## config.mk

```make
export PLATFORM = sky130hd
export DESIGN_NAME = seg7_scan_driver_flat
export DESIGN_NICKNAME = d
export VERILOG_FILES = /design/src/rtl/seg7_pkg.sv /design/src/rtl/seg7_scan_driver_if.sv /design/src/rtl/seg7_hex_encode.sv /design/src/rtl/seg7_scan_driver.sv /design/src/flat_wrapper.sv
export SDC_FILE = /design/constraint.sdc
export NUM_CORES = 1
export LEC_CHECK = 0
export CAP_MARGIN = 20
export CORE_MARGIN = 3
export CORE_UTILIZATION = 54
export DETAILED_ROUTE_END_ITERATION = 12
export PLACE_DENSITY = 0.76
export SYNTH_ARGS = -nofsm -noshare
export SYNTH_HDL_FRONTEND = slang
export SYNTH_SLANG_ARGS = --single-unit
export TNS_END_PERCENT = 100
```

## constraint.sdc

```tcl
create_clock -name clk -period 3.3 [get_ports clk]
set_input_delay 0.33 -clock clk [delete_from_list [all_inputs] [get_ports clk]]
set_output_delay 0.33 -clock clk [all_outputs]
set_load 0.005 [all_outputs]
```

## src/rtl/seg7_pkg.sv

```systemverilog
// Shared constants and the active-low hex-to-segment table for the seven-segment scan driver.
package seg7_pkg;

  localparam logic [6:0] SEG_BLANK = 7'b1111111;
  localparam logic       AN_ON     = 1'b0;
  localparam logic       AN_OFF    = 1'b1;
  localparam logic       DP_ON     = 1'b0;
  localparam logic       DP_OFF    = 1'b1;

  // Segment order is a..g from bit6 down to bit0; a 0 lights the segment.
  function automatic logic [6:0] hex_to_seg(input logic [3:0] nib);
    logic [6:0] s;
    case (nib)
      4'h0: s = 7'b0000001;
      4'h1: s = 7'b1001111;
      4'h2: s = 7'b0010010;
      4'h3: s = 7'b0000110;
      4'h4: s = 7'b1001100;
      4'h5: s = 7'b0100100;
      4'h6: s = 7'b0100000;
      4'h7: s = 7'b0001111;
      4'h8: s = 7'b0000000;
      4'h9: s = 7'b0000100;
      4'ha: s = 7'b0001000;
      4'hb: s = 7'b1100000;
      4'hc: s = 7'b0110001;
      4'hd: s = 7'b1000010;
      4'he: s = 7'b0110000;
      default: s = 7'b0111000;
    endcase
    return s;
  endfunction

endpackage

```

## src/rtl/seg7_scan_driver_if.sv

```systemverilog
// Datapath-to-display bundle: update request (load/value/dp/blank) in, pin drive and status out.
interface seg7_scan_driver_if #(
  parameter int NUM_DIGITS = 4
) ();

  logic                    load;
  logic [4*NUM_DIGITS-1:0] value;
  logic [NUM_DIGITS-1:0]   dp_in;
  logic [NUM_DIGITS-1:0]   blank_in;
  logic                    pending;
  logic                    frame_done;
  logic [NUM_DIGITS-1:0]   an;
  logic [6:0]              seg;
  logic                    dp;

  modport master (
    output load, value, dp_in, blank_in,
    input  pending, frame_done, an, seg, dp
  );

  modport slave (
    input  load, value, dp_in, blank_in,
    output pending, frame_done, an, seg, dp
  );

endinterface

```

## src/rtl/seg7_hex_encode.sv

```systemverilog
// Combinational nibble to active-low seven-segment pattern; zero latency, no flow control.
module seg7_hex_encode
  import seg7_pkg::*;
(
  input  logic [3:0] nibble,
  output logic [6:0] seg
);

  assign seg = hex_to_seg(nibble);

endmodule

```

## src/rtl/seg7_scan_driver.sv

```systemverilog
// Multiplexed seven-segment scanner with dead time and frame-boundary commit; outputs 1-cycle latency, load always accepted.
// Optional SEG7_LEADING_ZERO_BLANK_EN darkens leading zero digits above digit 0.
module seg7_scan_driver
  import seg7_pkg::*;
#(
  parameter int NUM_DIGITS  = 4,
  parameter int REFRESH_DIV = 50000,
  parameter int DEAD_CYCLES = 2
) (
  input logic           clk,
  input logic           reset,
  seg7_scan_driver_if.slave bus
);

  localparam int DIV_W = (REFRESH_DIV > 1) ? $clog2(REFRESH_DIV) : 1;
  localparam int IDX_W = (NUM_DIGITS > 1) ? $clog2(NUM_DIGITS) : 1;

  logic [DIV_W-1:0]        div;
  logic [IDX_W-1:0]        idx;
  logic                    slot_end;
  logic                    frame_wrap;

  logic [4*NUM_DIGITS-1:0] sh_val;
  logic [NUM_DIGITS-1:0]   sh_dp;
  logic [NUM_DIGITS-1:0]   sh_blank;
  logic                    pending_q;

  logic [4*NUM_DIGITS-1:0] disp_val;
  logic [NUM_DIGITS-1:0]   disp_dp;
  logic [NUM_DIGITS-1:0]   disp_blank;
  logic [NUM_DIGITS-1:0]   zblank;

  logic [3:0]              cur_nib;
  logic                    cur_dp;
  logic                    cur_dark;
  logic [6:0]              cur_seg;
  logic [NUM_DIGITS-1:0]   an_nxt;

  logic [NUM_DIGITS-1:0]   an_q;
  logic [6:0]              seg_q;
  logic                    dp_q;
  logic                    frame_done_q;

  assign slot_end   = (div == DIV_W'(REFRESH_DIV - 1));
  assign frame_wrap = slot_end && (idx == IDX_W'(NUM_DIGITS - 1));

  always_ff @(posedge clk or posedge reset) begin
    if (reset) begin
      div <= '0;
      idx <= '0;
    end else if (slot_end) begin
      div <= '0;
      idx <= frame_wrap ? '0 : idx + IDX_W'(1);
    end else begin
      div <= div + DIV_W'(1);
    end
  end

  // A load landing on the wrap cycle bypasses the shadow so it is not held a whole extra frame.
  always_ff @(posedge clk or posedge reset) begin
    if (reset) begin
      sh_val     <= '0;
      sh_dp      <= '0;
      sh_blank   <= '0;
      pending_q  <= 1'b0;
      disp_val   <= '0;
      disp_dp    <= '0;
      disp_blank <= '0;
    end else if (bus.load && frame_wrap) begin
      disp_val   <= bus.value;
      disp_dp    <= bus.dp_in;
      disp_blank <= bus.blank_in;
      pending_q  <= 1'b0;
    end else if (bus.load) begin
      sh_val     <= bus.value;
      sh_dp      <= bus.dp_in;
      sh_blank   <= bus.blank_in;
      pending_q  <= 1'b1;
    end else if (frame_wrap && pending_q) begin
      disp_val   <= sh_val;
      disp_dp    <= sh_dp;
      disp_blank <= sh_blank;
      pending_q  <= 1'b0;
    end
  end

`ifdef SEG7_LEADING_ZERO_BLANK_EN
  logic zero_run;

  always_comb begin
    zblank   = '0;
    zero_run = 1'b1;
    for (int i = NUM_DIGITS - 1; i > 0; i--) begin
      zero_run  = zero_run & (disp_val[4*i +: 4] == 4'h0);
      zblank[i] = zero_run;
    end
  end
`else
  assign zblank = '0;
`endif

  always_comb begin
    cur_nib  = '0;
    cur_dp   = 1'b0;
    cur_dark = 1'b0;
    an_nxt   = {NUM_DIGITS{AN_OFF}};
    for (int i = 0; i < NUM_DIGITS; i++) begin
      if (idx == IDX_W'(i)) begin
        cur_nib  = disp_val[4*i +: 4];
        cur_dp   = disp_dp[i];
        cur_dark = disp_blank[i] | zblank[i];
        if (div >= DIV_W'(DEAD_CYCLES))
          an_nxt[i] = AN_ON;
      end
    end
  end

  seg7_hex_encode u_hex_encode (
    .nibble (cur_nib),
    .seg    (cur_seg)
  );

  always_ff @(posedge clk or posedge reset) begin
    if (reset) begin
      an_q         <= {NUM_DIGITS{AN_OFF}};
      seg_q        <= SEG_BLANK;
      dp_q         <= DP_OFF;
      frame_done_q <= 1'b0;
    end else begin
      an_q         <= an_nxt;
      seg_q        <= cur_dark ? SEG_BLANK : cur_seg;
      dp_q         <= (cur_dp && !cur_dark) ? DP_ON : DP_OFF;
      frame_done_q <= frame_wrap;
    end
  end

  assign bus.an         = an_q;
  assign bus.seg        = seg_q;
  assign bus.dp         = dp_q;
  assign bus.frame_done = frame_done_q;
  assign bus.pending    = pending_q;

endmodule

```

## src/flat_wrapper.sv

```systemverilog
// flat-port wrapper written by rule: the top's interface ports become plain ports
module seg7_scan_driver_flat import seg7_pkg::*;
#(
  parameter int NUM_DIGITS  = 4,
  parameter int REFRESH_DIV = 50000,
  parameter int DEAD_CYCLES = 2
)
  (clk, reset, bus_load, bus_value, bus_dp_in, bus_blank_in, bus_pending, bus_frame_done, bus_an, bus_seg, bus_dp);
  seg7_scan_driver_if #(.NUM_DIGITS(NUM_DIGITS)) bus_i ();
  input logic clk;
  input logic reset;
  input wire logic [$bits(bus_i.load)-1:0] bus_load;
  input wire logic [$bits(bus_i.value)-1:0] bus_value;
  input wire logic [$bits(bus_i.dp_in)-1:0] bus_dp_in;
  input wire logic [$bits(bus_i.blank_in)-1:0] bus_blank_in;
  output wire logic [$bits(bus_i.pending)-1:0] bus_pending;
  output wire logic [$bits(bus_i.frame_done)-1:0] bus_frame_done;
  output wire logic [$bits(bus_i.an)-1:0] bus_an;
  output wire logic [$bits(bus_i.seg)-1:0] bus_seg;
  output wire logic [$bits(bus_i.dp)-1:0] bus_dp;
  assign bus_i.load = bus_load;
  assign bus_i.value = bus_value;
  assign bus_i.dp_in = bus_dp_in;
  assign bus_i.blank_in = bus_blank_in;
  assign bus_pending = bus_i.pending;
  assign bus_frame_done = bus_i.frame_done;
  assign bus_an = bus_i.an;
  assign bus_seg = bus_i.seg;
  assign bus_dp = bus_i.dp;
  seg7_scan_driver #(.NUM_DIGITS(NUM_DIGITS), .REFRESH_DIV(REFRESH_DIV), .DEAD_CYCLES(DEAD_CYCLES)) u_core (.clk(clk), .reset(reset), .bus(bus_i));
endmodule
```

==> metrics.csv <==
stage;metric;value;unit
route;DR iter-0 viols;143;
setup_path;Worst path depth;7;
floorplan;Rows;30;
route;Via density;5.979;
synth;Area contributors post-synth;dfrtp_1 43%, dfstp_2 8.0%, mux2_2 7.4%;
route;DR WL/cell;17.39;um
floorplan;Chip Height;91.52;um
synth;ys flop type;dfrtp_1;
synth;synthesized flop and latch total;80;
synth;Synth Cell Area;3949;sq um
synth;sequential-to-total area share from yosys stat;51.08;%
setup_path;worst path bufs/invs;1;
sta;Max Slew Vio Count;0;
clock_network;clk sink count;80;
setup_path;CP Max Fanout;20;
synth;post-synthesis net count;376;
clock_network;H-Tree Depth;3;
grt;vias in the first global route;2807;
cells_and_area;Area Growth Syn to Fin;17.05;%
placed_design;DP Cell Count;458;
setup_path;r2r setup slk;590;ps
sta;crit path time final;2712;ps
clock_network;CTS tree;yes;
synth;syn avg cell area;11.72;sq um
setup_path;slowest stage delay, CP;630;ps
route;DR DRC count;0;
setup_path;Worst path top cell family by delay;compound AO/OA/AOI/OAI gates;
power_and_ir_drop;leak pwr;1.937;nW
power_and_ir_drop;combinational share of power;8.4;%
cells_and_area;nets;412;
setup_path;Worst path slowest cell;a211oi_1;
floorplan;I/O Pins;41;
cells_and_area;Antenna Cells;0;
setup_path;Arr. time, crit path;2970;ps
cells_and_area;Filler cells;542;
route;vias post-DR;2834;
sta;Tcrit/Tclk final;82.19;%
worst_hold_path;worst hold path class;input pin to asynchronous set/reset pin;
synth;commonest cells in the netlist;68 x dfrtp_1, 26 x mux2_2, 21 x a22oi_1, 21 x o2bb2ai_1, 18 x nand2_1;
setup_path;Reg2Reg Launch Point;u_core.idx[1];
setup_path;CP Capture Point;u_core.bus.seg[3];
route;Final ANT Viol Nets;0;
grt;gr usage total;20.75;%
power_and_ir_drop;Net Sw Frac;21.99;%
route;DRT Pass-1 Iters;4;
setup_path;CP required;3560;ps
setup_path;CP Cell Sequence;ha_1 > a211oi_1 > a211oi_1 > inv_1 > ha_1 > a221oi_1 > a32oi_1;
setup_path;CP startpoint;u_core.idx[1];
setup_path;kind of critical path;register to register;
power_and_ir_drop;Pwr Density;438.3;nW/um^2
grt;initial antenna violation count;0;
clock_network;post_cts resized;0;
floorplan;Initial Util;56.86;%
sta;Total Neg Setup Slack;0;ps
clock_network;clk slew on worst S/H paths;80;ps
synth;leading area contributor after synthesis;dfrtp_1;
grt;GR Overflow Total;0;
job;max_cap viols;0;
sta;RSZ-0062 raised after global routing;false;
sta;Fin. Hold Viols;0;
synth;Post-synth EDFFs;0;
setup_path;R2R Path End;u_core.bus.seg[3];
clock_network;Clock Latency Late Sink;350;ps
power_and_ir_drop;Peak VDD IR;0.2233;mV
floorplan;die area;8375;sq um
sta;slew margin rel.;44.16;%
sta;Final Setup Violations;0;
setup_path;Worst setup EP type;register;
synth;Cells after Synth;337;
clock_network;CTS buffer count;9;
sta;Setup Skew;7.262;ps
route;final WL;8245;um
placed_design;Port-buffer cells;40;
synth;Yosys top cell area share;43.09;%
setup_path;CP startpoint kind;register;
synth;most frequent cell after synthesis;dfrtp_1;
placed_design;GPL Wtd Cong;0.7963;
clock_network;Root Buffer;clkbuf_8;
power_and_ir_drop;clock power share;39.9;%
placed_design;HPWL Detailed;5800;um
cells_and_area;share of layout cells above drive strength 1;17.99;%
sta;Worst Tran Pin Value;836.4;ps
sta;FMAX;0.3687;GHz
clock_network;Clock Path Buffers;2;
power_and_ir_drop;Sequential Power Share;51.7;%
synth;post-synth cell types;51;
synth;asr flop ratio synth;100.0;%
grt;maximum number of pins on one net before global-route repair;44;
clock_network;Post-CTS Hold Buffers;0;
floorplan;Die Wd;91.52;um
power_and_ir_drop;sw power;445.4;uW
setup_path;R2R cell count;7;
clock_network;postcts setup bufs;0;
grt;first-pass GRT wire length;13810;um
synth;Ys Warns;0;
floorplan;core area;6944;sq um
cells_and_area;Finished Layout Cells;474;
power_and_ir_drop;internal power;1.581;mW
status;run status;finished clean;
-- stage by stage --
stage          hold WS, ps  util, %  area, sq um  power [mW]  setup slack (ps)
6_report             466.2    66.56         4622       2.026             587.6
5_1_grt              514.1    66.56         4622       2.100             243.0
3_5_place_dp         478.6    63.33         4398       1.237             594.6
3_3_place_gp         472.2    63.33         4398       1.230             793.0
2_1_floorplan        447.7        -         3949       1.167             896.9
4_1_cts              489.0    66.56         4622       2.042             574.1
-- cells by family (layout without fill, tap and decap cells) --
kind of cell / count (synthesis) / count (layout) / synth area share, %
adders and majority gates: 12 / 12 / 3.802
xor gates and xnor gates: 13 / 13 / 2.883
AOI/OAI and AO/OA: 83 / 83 / 16.73
and+or+nand+nor: 87 / 87 / 12.55
buffers and inverters: 30 / 71 / 4.024
muxes: 32 / 32 / 8.935
DFF: 80 / 80 / 51.08
-- flip-flops by register name (all words and copies together), names as in the netlist --
name	cells
u_core.disp_dp	4
u_core.bus.seg	7
u_core.idx	2
u_core.sh_dp	4
u_core.bus.dp	1
u_core.disp_blank	4
u_core.bus.pending	1
u_core.sh_val	16
u_core.bus.an	4
u_core.disp_val	16
u_core.div	16
u_core.sh_blank	4
u_core.bus.frame_done	1
-- cells in the final DEF (no fill, tap or decap), types with 7 or more instances in the layout --
| cell | n |
|---|---|
| dfrtp_1 | 68 |
| clkdlybuf4s50_1 | 40 |
| mux2_2 | 26 |
| a22oi_1 | 21 |
| o2bb2ai_1 | 21 |
| nand2_1 | 18 |
| nor2_1 | 12 |
| nand3_1 | 12 |
| ha_1 | 12 |
| dfstp_2 | 12 |
| clkbuf_8 | 11 |
| inv_1 | 9 |
| nor2b_1 | 7 |
| a211oi_1 | 7 |
| xor2_1 | 7 |
-- worst reg2reg max path: cells and delay by family, from the launching register on --
kind	cells	cell delay [ps]
compound gates	4	1140
flops	1	410
fa+ha+maj	2	860
buf+inv	1	220
-- how the worst min path moves through the flow --
stage,end,slack [ps],depth (start not counted),startpoint
4_1_cts,u_core.bus.pending,490,2,reset
3_5_place_dp,u_core.disp_val[14],480,1,u_core.disp_val[14]
6_report,u_core.bus.pending,470,2,reset
2_1_floorplan,u_core.disp_val[14],450,1,u_core.disp_val[14]
5_1_grt,u_core.sh_val[2],510,1,u_core.sh_val[2]
3_3_place_gp,u_core.disp_val[2],470,1,u_core.disp_val[2]
-- routing by layer --
metal,wire (um),global-route usage [%]
met1,3775,28.25
met2,4020,33.23
met3,328,3.563
met4,120,7.789
met5,0,0
-- layout make-up --
| class | instances | area (sq um) | area share [%] |
|---|---|---|---|
| Clock buffer | 13 | 158.9 | 3.438 |
| Clock inverter | 3 | 65.06 | 1.408 |
| Inverter | 10 | 37.54 | 0.8121 |
| Multi-Input combinational cell | 227 | 1773 | 38.36 |
| Sequential cell | 80 | 2017 | 43.64 |
| Tap cell | 96 | 120.1 | 2.599 |
| Timing Repair Buffer | 45 | 450.4 | 9.746 |
-- power groups by stage --
stage / sequential (mW) / clock [mW] / combinational [mW]
global route: 1.05 / 0.860 / 0.188
floorplan: 1.06 / 0 / 0.111
detailed placement: 1.06 / 0 / 0.172
global placement: 1.06 / 0 / 0.167
CTS: 1.05 / 0.823 / 0.173
finish: 1.05 / 0.809 / 0.170
Power figures use the tool's default switching activity.
